### src/rtl/vga_timing_gen_pkg.sv
// Shared constants for the 640x480@60 raster generator: default timing,
// derived sync positions and the colour/coordinate widths.
package vga_timing_pkg;

    localparam int C_H_ACTIVE = 640;
    localparam int C_H_FP     = 16;
    localparam int C_H_SYNC   = 96;
    localparam int C_H_BP     = 48;
    localparam int C_V_ACTIVE = 480;
    localparam int C_V_FP     = 10;
    localparam int C_V_SYNC   = 2;
    localparam int C_V_BP     = 33;

    localparam int C_H_TOTAL  = C_H_ACTIVE + C_H_FP + C_H_SYNC + C_H_BP;
    localparam int C_V_TOTAL  = C_V_ACTIVE + C_V_FP + C_V_SYNC + C_V_BP;

    localparam int C_H_SYNC_START = C_H_ACTIVE + C_H_FP;
    localparam int C_H_SYNC_END   = C_H_SYNC_START + C_H_SYNC - 1;
    localparam int C_V_SYNC_START = C_V_ACTIVE + C_V_FP;
    localparam int C_V_SYNC_END   = C_V_SYNC_START + C_V_SYNC - 1;

    localparam int RGB_W = 6;
    localparam int CNT_W = 10;
    localparam int X_W   = 10;
    localparam int Y_W   = 9;

    // Active-high flags carried through the alignment delay line.
    typedef struct packed {
        logic hs;
        logic vs;
        logic de;
    } sync_bits_t;

endpackage

### src/rtl/vga_timing_gen_if.sv
// Pixel-coordinate link between the raster generator (master) and the pixel
// generators (slave).
interface vga_timing_gen_if;
    import vga_timing_pkg::*;

    // x/y hold for a whole pixel period and pix_ce marks its last clk; the
    // slave answers with pixel_in for those coordinates LATENCY pix_ce later.
    // There is no back-pressure: every pix_ce is a transfer.
    logic [X_W-1:0] x;
    logic [Y_W-1:0] y;
    logic           pix_ce;
    logic           pixel_in;

    modport master (output x, y, pix_ce, input pixel_in);
    modport slave  (input x, y, pix_ce, output pixel_in);

endinterface

### src/rtl/vga_timing_gen_sync_delay_line.sv
// Enable-gated shift register with synchronous clear; aligns the raw
// sync/de flags with the pixel generator latency.
module sync_delay_line #(
    parameter int               DEPTH   = 1,
    parameter int               WIDTH   = 3,
    parameter logic [WIDTH-1:0] CLR_VAL = '0
) (
    input  logic             clk,
    input  logic             i_en,
    input  logic             i_clr,
    input  logic [WIDTH-1:0] i_d,
    output logic [WIDTH-1:0] o_q
);

    logic [WIDTH-1:0] r_pipe [DEPTH];

    always_ff @(posedge clk) begin
        if (i_clr) begin
            for (int i = 0; i < DEPTH; i++) begin
                r_pipe[i] <= CLR_VAL;
            end
        end else if (i_en) begin
            r_pipe[0] <= i_d;
            for (int i = 1; i < DEPTH; i++) begin
                r_pipe[i] <= r_pipe[i-1];
            end
        end
    end

    assign o_q = r_pipe[DEPTH-1];

endmodule

### src/rtl/vga_timing_gen.sv
// Raster counters, coordinate presentation, latency-aligned sync/de/colour
// and the start-of-vertical-blank frame tick.
module vga_timing_gen
    import vga_timing_pkg::*;
#(
    parameter int PIX_DIV  = 1,
    parameter int LATENCY  = 1,
    parameter int H_ACTIVE = C_H_ACTIVE,
    parameter int H_FP     = C_H_FP,
    parameter int H_SYNC   = C_H_SYNC,
    parameter int H_BP     = C_H_BP,
    parameter int V_ACTIVE = C_V_ACTIVE,
    parameter int V_FP     = C_V_FP,
    parameter int V_SYNC   = C_V_SYNC,
    parameter int V_BP     = C_V_BP,
    parameter bit SYNC_POL = 1'b0
) (
    input  logic             clk,
    input  logic             rst,
    vga_timing_gen_if.master pix_if,
    input  logic [RGB_W-1:0] fg_color,
    input  logic [RGB_W-1:0] bg_color,
    output logic             hsync,
    output logic             vsync,
    output logic             de,
    output logic [RGB_W-1:0] rgb,
    output logic             frame_tick
);

    localparam int H_TOTAL = H_ACTIVE + H_FP + H_SYNC + H_BP;
    localparam int V_TOTAL = V_ACTIVE + V_FP + V_SYNC + V_BP;
    localparam int H_SS    = H_ACTIVE + H_FP;
    localparam int H_SE    = H_SS + H_SYNC - 1;
    localparam int V_SS    = V_ACTIVE + V_FP;
    localparam int V_SE    = V_SS + V_SYNC - 1;
    localparam int DIV_W   = (PIX_DIV > 1) ? $clog2(PIX_DIV) : 1;

    logic [DIV_W-1:0] r_div;
    logic [CNT_W-1:0] r_hcnt;
    logic [CNT_W-1:0] r_vcnt;
    logic             r_hsync;
    logic             r_vsync;
    logic             r_de;
    logic [RGB_W-1:0] r_rgb;

    logic             w_ce;
    logic             w_div_last;
    logic             w_h_last;
    logic             w_v_last;
    sync_bits_t       w_raw;
    sync_bits_t       w_tail;

    // Gating with rst keeps pix_ce low while held in reset even at PIX_DIV=1.
    assign w_div_last = (r_div == DIV_W'(PIX_DIV - 1));
    assign w_ce       = !rst && w_div_last;
    assign w_h_last   = (r_hcnt == CNT_W'(H_TOTAL - 1));
    assign w_v_last   = (r_vcnt == CNT_W'(V_TOTAL - 1));

    always_ff @(posedge clk) begin
        if (rst) begin
            r_div <= '0;
        end else if (w_div_last) begin
            r_div <= '0;
        end else begin
            r_div <= r_div + 1'b1;
        end
    end

    always_ff @(posedge clk) begin
        if (rst) begin
            r_hcnt <= '0;
            r_vcnt <= '0;
        end else if (w_ce) begin
            if (w_h_last) begin
                r_hcnt <= '0;
                r_vcnt <= w_v_last ? '0 : r_vcnt + 1'b1;
            end else begin
                r_hcnt <= r_hcnt + 1'b1;
            end
        end
    end

    assign pix_if.x      = (r_hcnt < CNT_W'(H_ACTIVE)) ? r_hcnt : '0;
    assign pix_if.y      = (r_vcnt < CNT_W'(V_ACTIVE)) ? r_vcnt[Y_W-1:0] : '0;
    assign pix_if.pix_ce = w_ce;

    assign w_raw.hs = (r_hcnt >= CNT_W'(H_SS)) && (r_hcnt <= CNT_W'(H_SE));
    assign w_raw.vs = (r_vcnt >= CNT_W'(V_SS)) && (r_vcnt <= CNT_W'(V_SE));
    assign w_raw.de = (r_hcnt < CNT_W'(H_ACTIVE)) && (r_vcnt < CNT_W'(V_ACTIVE));

    sync_delay_line #(
        .DEPTH  (LATENCY),
        .WIDTH  ($bits(sync_bits_t)),
        .CLR_VAL('0)
    ) u_sync_dly (
        .clk  (clk),
        .i_en (w_ce),
        .i_clr(rst),
        .i_d  (w_raw),
        .o_q  (w_tail)
    );

    // The tail of the delay line matches the coordinates pixel_in answers for,
    // so sync, de and colour all register on the same edge.
    always_ff @(posedge clk) begin
        if (rst) begin
            r_hsync <= !SYNC_POL;
            r_vsync <= !SYNC_POL;
            r_de    <= 1'b0;
            r_rgb   <= '0;
        end else if (w_ce) begin
            r_hsync <= w_tail.hs ? SYNC_POL : !SYNC_POL;
            r_vsync <= w_tail.vs ? SYNC_POL : !SYNC_POL;
            r_de    <= w_tail.de;
            r_rgb   <= w_tail.de ? (pix_if.pixel_in ? fg_color : bg_color) : '0;
        end
    end

    assign hsync      = r_hsync;
    assign vsync      = r_vsync;
    assign de         = r_de;
    assign rgb        = r_rgb;
    assign frame_tick = w_ce && w_h_last && (r_vcnt == CNT_W'(V_ACTIVE - 1));

endmodule

### src/flat_wrapper.sv
// flat-port wrapper written by rule: the top's interface ports become plain ports
module vga_timing_gen_flat import vga_timing_pkg::*;
#(
    parameter int PIX_DIV  = 1,
    parameter int LATENCY  = 1,
    parameter int H_ACTIVE = C_H_ACTIVE,
    parameter int H_FP     = C_H_FP,
    parameter int H_SYNC   = C_H_SYNC,
    parameter int H_BP     = C_H_BP,
    parameter int V_ACTIVE = C_V_ACTIVE,
    parameter int V_FP     = C_V_FP,
    parameter int V_SYNC   = C_V_SYNC,
    parameter int V_BP     = C_V_BP,
    parameter bit SYNC_POL = 1'b0
)
  (clk, rst, fg_color, bg_color, hsync, vsync, de, rgb, frame_tick, pix_if_x, pix_if_y, pix_if_pix_ce, pix_if_pixel_in);
  vga_timing_gen_if pix_if_i ();
  input  logic clk;
  input  logic rst;
  input  logic [RGB_W-1:0] fg_color;
  input  logic [RGB_W-1:0] bg_color;
  output logic hsync;
  output logic vsync;
  output logic de;
  output logic [RGB_W-1:0] rgb;
  output logic frame_tick;
  output wire logic [$bits(pix_if_i.x)-1:0] pix_if_x;
  output wire logic [$bits(pix_if_i.y)-1:0] pix_if_y;
  output wire logic [$bits(pix_if_i.pix_ce)-1:0] pix_if_pix_ce;
  input wire logic [$bits(pix_if_i.pixel_in)-1:0] pix_if_pixel_in;
  assign pix_if_x = pix_if_i.x;
  assign pix_if_y = pix_if_i.y;
  assign pix_if_pix_ce = pix_if_i.pix_ce;
  assign pix_if_i.pixel_in = pix_if_pixel_in;
  vga_timing_gen #(.PIX_DIV(PIX_DIV), .LATENCY(LATENCY), .H_ACTIVE(H_ACTIVE), .H_FP(H_FP), .H_SYNC(H_SYNC), .H_BP(H_BP), .V_ACTIVE(V_ACTIVE), .V_FP(V_FP), .V_SYNC(V_SYNC), .V_BP(V_BP), .SYNC_POL(SYNC_POL)) u_core (.clk(clk), .rst(rst), .pix_if(pix_if_i), .fg_color(fg_color), .bg_color(bg_color), .hsync(hsync), .vsync(vsync), .de(de), .rgb(rgb), .frame_tick(frame_tick));
endmodule
### config.mk
export PLATFORM = sky130hd
export DESIGN_NAME = vga_timing_gen_flat
export DESIGN_NICKNAME = d
export VERILOG_FILES = /design/src/rtl/vga_timing_gen_pkg.sv /design/src/rtl/vga_timing_gen_if.sv /design/src/rtl/vga_timing_gen_sync_delay_line.sv /design/src/rtl/vga_timing_gen.sv /design/src/flat_wrapper.sv
export SDC_FILE = /design/constraint.sdc
export NUM_CORES = 1
export LEC_CHECK = 0
export ABC_AREA = 1
export CAP_MARGIN = 20
export CORE_MARGIN = 3
export CORE_UTILIZATION = 49
export DETAILED_ROUTE_END_ITERATION = 8
export PLACE_DENSITY = 0.79
export SETUP_SLACK_MARGIN = 0.05
export SYNTH_ARGS = -nofsm -noshare
export SYNTH_HDL_FRONTEND = slang
export SYNTH_SLANG_ARGS = --single-unit
### constraint.sdc
create_clock -name clk -period 1.6 [get_ports clk]
set_input_delay 0.32 -clock clk [delete_from_list [all_inputs] [get_ports clk]]
set_output_delay 0.32 -clock clk [all_outputs]
set_load 0.005 [all_outputs]
# Yosys cells after proc, flatten, opt, wreduce, memory -nomap -nowiden
# Memory sizes are Yosys's and may differ from the RTL's.
# Cells that the tools add are included.
dict set report classes {
  mux 15
  n_lt_le_gt_ge 6
  n_reduce_logical 10
  bitwise 1
  add_sub_neg 3
  eq_ne 3
}
# op count
set ops {}
lappend ops {{10-bit 2-to-1 mux} 3}
lappend ops {{10-bit by 1-bit adder with 10-bit output (second input constant)} 2}
lappend ops {{10-bit == test (second input constant)} 2}
lappend ops {{6-bit 2-to-1 mux} 2}
lappend ops {{10-bit by 9-bit == test with 1-bit output (second input constant)} 1}
lappend ops {{10-bit >= comparator (second input constant)} 1}
lappend ops {{10-bit by 9-bit >= comparator with 1-bit output (second input constant)} 1}
lappend ops {{10-bit <= comparator (second input constant)} 1}
lappend ops {{10-bit by 9-bit <= comparator with 1-bit output (second input constant)} 1}
lappend ops {{10-bit < comparator (second input constant)} 1}
lappend ops {{10-bit by 9-bit < comparator with 1-bit output (second input constant)} 1}
lappend ops {{9-bit 2-to-1 mux} 1}
lappend ops {{1-bit 2-to-1 mux} 8}
lappend ops {{1-bit logical AND} 6}
lappend ops {{3-bit 2-to-1 mux} 1}
lappend ops {{3-bit OR reduction} 1}
lappend ops {{2-bit AND reduction} 1}
lappend ops {{2-bit OR reduction} 1}
lappend ops {{1-bit adder (second input constant)} 1}
lappend ops {{1-bit logical NOT} 1}
lappend ops {{1-bit NOT} 1}
dict set report word_totals {
  regBits 30
  wordCells 46
  ramBits 3
  output_inout_bits 30
  mem_count 1
  input_bits 15
}
# memory depth word_bits rd rd_ports_with_merged_regs wr line
set mem_list {}
lappend mem_list {u_core.u_sync_dly.r_pipe 1 3 1 0 1 vga_timing_gen_sync_delay_line.sv:15} ;# logic [WIDTH-1:0] r_pipe [DEPTH];

# Logic depth before layout (Yosys ltp)
# Gate-level depths: netlist of the first run.
dict set report depth {
  word_depth 7
  depth_mapped 9
  depth_no_buf 9
}

# Hierarchy
# From an unflattened synthesis of the first run, not the netlist that was laid out.
dict set report hier_totals {
  hier_cells 304
  area_unflattened_um2 1983.2
}
# module instances seq_area_each_um2 area_each_um2 cells_per_inst
set modules_own_cells {}
lappend modules_own_cells {vga_timing_gen 1 600.6 1856.8 292}
lappend modules_own_cells {sync_delay_line 1 90.1 126.4 12}

# Worst setup path before layout of the first run
# Ideal clock, no wire load.
dict set report synth_path {
  kind {flip-flop to output port}
  startpoint {reg u_core.r_hcnt[0]}
  endpoint {out frame_tick}
  t_arrival_ps 1246
  stages_incl_launch_ff 9
  t_required_ps 1280
  path_buffers 1
  setup_slack_ps 34
  path_cell_list {dfxtp_1 -> ha_1 -> nand2_1 -> nor2_4 -> nand3_2 -> nor2_4 -> buf_6 -> nand2_2 -> nor3_2}
}
dict set report synth_between {
  elab_chain_cells 3
}
# item line
set synth_lines {}
lappend synth_lines {{start, declared} vga_timing_gen.sv:39} ;# logic [CNT_W-1:0] r_hcnt;
lappend synth_lines {{start signal, assigned} vga_timing_gen.sv:78} ;# r_hcnt <= r_hcnt + 1'b1;
lappend synth_lines {{10-bit == test} vga_timing_gen.sv:56} ;# assign w_h_last = (r_hcnt == CNT_W'(H_TOTAL - 1));
lappend synth_lines {{1-bit logical AND (2 in a row)} vga_timing_gen.sv:123} ;# assign frame_tick = w_ce && w_h_last && (r_vcnt == CNT_W'(V_ACTIVE - 1));
lappend synth_lines {{end, declared} flat_wrapper.sv:26} ;# output logic frame_tick;
# Every way passes these cells.

# Final worst setup path of the first run
dict set report layout_path {
  startpoint {reg u_core.r_hcnt[1]}
  endpoint {out frame_tick}
}
# Same word-level chain as after synthesis.

==> flow_summary_export.csv, run 1 <==
group,metric,value,unit
status,outcome,"finished, violations left",
status,violations,"setup timing",
clock_network,clock-sinks,33,
power_and_ir_drop,ir_drop,0.0006406,V
critical_path,end_kind,"output port",
sta,fin_skew,8.627,ps
critical_path,cp_max_fo,2,
clock_network,clk_latency,300,ps
cells_and_area,drive_gt1_frac,0.4119,
synth,synth-seq-cells,33,
global_routing,antenna_found_initial,0,
cells_and_area,fin_nets,387,
die,die_area,4510,um^2
placement,place_congestion,0.9753,
critical_path,path_class,"reg -> out",
synth,synthCells,260,
global_routing,grt_max_degree,13,
detailed_routing,antenna_left,0,
placement,place_inst,386,
cells_and_area,final_cell_mix,"buf_4 (51), nand2_1 (49), inv_1 (29), nor2_1 (28), clkdlybuf4s50_1 (22)",
sta,fmax,0.5569,GHz
die,initial_utilization,0.5285,
clock_network,clockBufferDepth,2,
cells_and_area,syn_to_final_growth,63.69,%
synth,ys_seq_area_frac,0.3768,
critical_path,required,1280,ps
global_routing,grtUsageTotal,0.2674,
clock_network,htree_levels,2,
synth,syn_area_per_cell,7.050,um^2
die,core,3468,um^2
detailed_routing,top_layer,"met4",
global_routing,grt_overflow,0,
detailed_routing,wl_per_cell,14.40,um
detailed_routing,via_per_inst,5.113,
detailed_routing,wl_met3,412,um
clock_network,hold_buffers,0,
sta,hold_ws,478.1,ps
sta,setup_tns,-417.1,ps
critical_path,path_cells,"ha_4, nand2_4, nor2_4, nand3_2, nor2_4, nand2_2, nor3_2, buf_2",
sta,fin_ws,-195.7,ps
detailed_routing,firstDrtPassIters,4,
die,io_pins,45,
clock_network,clk_pin_slew_worst_paths,70,ps
global_routing,grt_pass1_wl,9.052,mm
critical_path,crit_arrival,1480,ps
sta,setup_viol,5,
synth,synth_fp_nets,279,
die,die_h,67.16,um
clock_network,cts_tree,"done",
cells_and_area,fill_cells,194,
critical_path,critPathLaunchType,"flip-flop",
sta,rsz0062_at_grt,"true",
critical_path,crit_slowest_cell,"dfxtp_2",
synth,synth_area,1833,um^2
power_and_ir_drop,powerDensity,582.9,nW/um^2
job,max_cap_viol_count,0,
cells_and_area,instances_no_fill,415,
worst_hold_path,hp-class,"reg -> reg",
clock_network,cts-root-buf,"clkbuf_8",
detailed_routing,first_iter_violations,156,
detailed_routing,wl_met1,2.532,mm
detailed_routing,via_count,2122,
sta,hold_viol,0,
placement,portBuffers,44,
sta,fin_crit,1796,ps
synth,yosysWarnings,0,
detailed_routing,routed_wl,5.975,mm
cells_and_area,mostFrequentLayoutCell,"buf_4",
critical_path,crit_path_frequent_cell,"nor2_4",
clock_network,cts_buffers,5,
global_routing,first_global_vias,2028,
die,die_width,67.16,um
sta,finalMaxSlewViolations,0,
detailed_routing,route.detailed.drc,0,
power_and_ir_drop,static-leakage-power,1.386,nW
critical_path,cp_slowest_stage_delay,360,ps
die,placementRows,21,
cells_and_area,antennaDiodeCount,0,
sta,period_share,1.122,
synth,ys_types,30,
detailed_routing,wl_met2,2.921,mm
placement,hpwlAfterDp,3.671,mm
==> logic make-up (layout without fill, tap and decap cells) <==
family | Yosys count | count (layout) | synth area share
AND/OR/NAND/NOR | 147 | 148 | 0.3884
buffers and inverters | 42 | 150 | 0.09556
flip-flops | 33 | 33 | 0.3768
AO/OA/AOI/OAI | 29 | 29 | 0.09079
adder cells (fa/ha/maj) | 4 | 4 | 0.02730
XOR/XNOR | 4 | 4 | 0.01911
other | 1 | 1 | 0.002046
==> critical path, delay by kind of cell, from the launching register on <==
family | cells | cell delay [ps]
buffers and inverters | 1 | 130
AND/OR/NAND/NOR | 6 | 530
adder cells (fa/ha/maj) | 1 | 150
flip-flops | 1 | 360
==> cell usage after synthesis <==
| cell | number | area, um^2 |
|---|---|---|
| nor3_1 | 7 | 35.03 |
| edfxtp_1 | 3 | 90.09 |
| nor3_2 | 1 | 10.01 |
| nor3b_2 | 1 | 12.51 |
| conb_1 | 1 | 3.750 |
| nand4_1 | 3 | 18.77 |
| clkbuf_1 | 2 | 7.510 |
| a21oi_2 | 4 | 35.03 |
| o21bai_1 | 1 | 7.510 |
| o21ai_0 | 18 | 90.09 |
| nor2_1 | 44 | 165.2 |
| a2111oi_0 | 1 | 8.760 |
| nand2_1 | 56 | 210.2 |
| buf_6 | 1 | 11.26 |
| nand3b_1 | 1 | 7.510 |
| nand3_1 | 19 | 95.09 |
| xor2_1 | 4 | 35.03 |
| nor2_2 | 1 | 6.260 |
| buf_2 | 2 | 10.01 |
| nand2_2 | 4 | 25.02 |
| nand3_2 | 4 | 40.04 |
| dfxtp_1 | 30 | 600.6 |
| buf_4 | 2 | 15.01 |
| inv_2 | 1 | 3.750 |
| nor2_4 | 4 | 45.04 |
| a21oi_1 | 5 | 25.02 |
| ha_1 | 4 | 50.05 |
| nor2_8 | 1 | 20.02 |
| nand4_4 | 1 | 21.27 |
| inv_1 | 34 | 127.6 |
==> layer usage <==
metal / vias to the layer above / GRT usage
li1: 1040 / -
met1: 981 / 0.3183
met2: 87 / 0.4429
met3: 14 / 0.09651
met4: 0 / 0.09367
met5: - / 0
==> repair_timing <==
action / CTS / global route
pin swaps: 17 / 15
cloned: 1 / 0
setup endpoints to repair: 21 / 22
buffers inserted: 16 / 5
resized for setup: 107 / 37
==> cell type report <==
| cell class | instances | area [um^2] | area share |
|---|---|---|---|
| well taps | 46 | 57.56 | 0.01918 |
| flip-flops and latches | 33 | 701.9 | 0.2339 |
| clock buffers | 7 | 96.34 | 0.03211 |
| inverters | 35 | 133.9 | 0.04462 |
| repair buffers | 107 | 863.3 | 0.2877 |
| multi-input cells | 186 | 1142 | 0.3807 |
| clock inverters | 1 | 5.005 | 0.001668 |
==> per-stage QoR <==
| stage | setup WS [ps] | utilization | instance area (um^2) | total power, mW |
|---|---|---|---|---|
| final | -195.7 | 0.8651 | 3000 | 1.749 |
| after global routing | -301.5 | 0.8651 | 3000 | 1.816 |
| after CTS | -203.3 | 0.8304 | 2880 | 1.741 |
| after detailed placement | -428.7 | 0.7540 | 2615 | 1.038 |
| after global placement | -407.3 | 0.7540 | 2615 | 1.034 |
| after floorplan | 34.61 | - | 1838 | 0.9472 |
==> registers in the layout, indices dropped and copies added (netlist names) <==
| name | flops |
|---|---|
| u_core.hsync | 1 |
| u_core.r_hcnt | 10 |
| u_core.r_div | 1 |
| u_core.rgb | 6 |
| u_core.vsync | 1 |
| u_core.u_sync_dly.r_pipe | 3 |
| u_core.de | 1 |
| u_core.r_vcnt | 10 |
==> worst paths after layout <==
| path | to | cells after the start | slack, ps | from |
|---|---|---|---|---|
| min | u_core.de$_SDFFE_PP0P_ | 2 | 480 | u_core.de$_SDFFE_PP0P_ |
| max | frame_tick | 8 | -200 | u_core.r_hcnt[1]$_SDFFE_PP0P_ |
| max reg2reg | u_core.r_vcnt[9]$_SDFFE_PP0P_ | 9 | 120 | u_core.r_hcnt[1]$_SDFFE_PP0P_ |
| min reg2reg | u_core.de$_SDFFE_PP0P_ | 2 | 480 | u_core.de$_SDFFE_PP0P_ |
==> power by group <==
group	total, mW	leakage [nW]	internal, mW	switching (mW)
Combinational	0.175	1.05	0.0915	0.0834
Sequential	0.865	0.280	0.853	0.0114
Clock	0.709	0.0542	0.389	0.321
Note: power is estimated with default switching activity, not from simulation.
==> inputs of run 2 (changes only) <==
--- a/config.mk
+++ b/config.mk
@@ -10,6 +10,7 @@
 export CORE_MARGIN = 3
 export CORE_UTILIZATION = 49
 export DETAILED_ROUTE_END_ITERATION = 8
+export HOLD_SLACK_MARGIN = 0.03
 export PLACE_DENSITY = 0.79
 export SETUP_SLACK_MARGIN = 0.05
 export SYNTH_ARGS = -nofsm -noshare
==> results of run 2 <==
The final DEF is identical to that of run 1; final timing and power are the same.
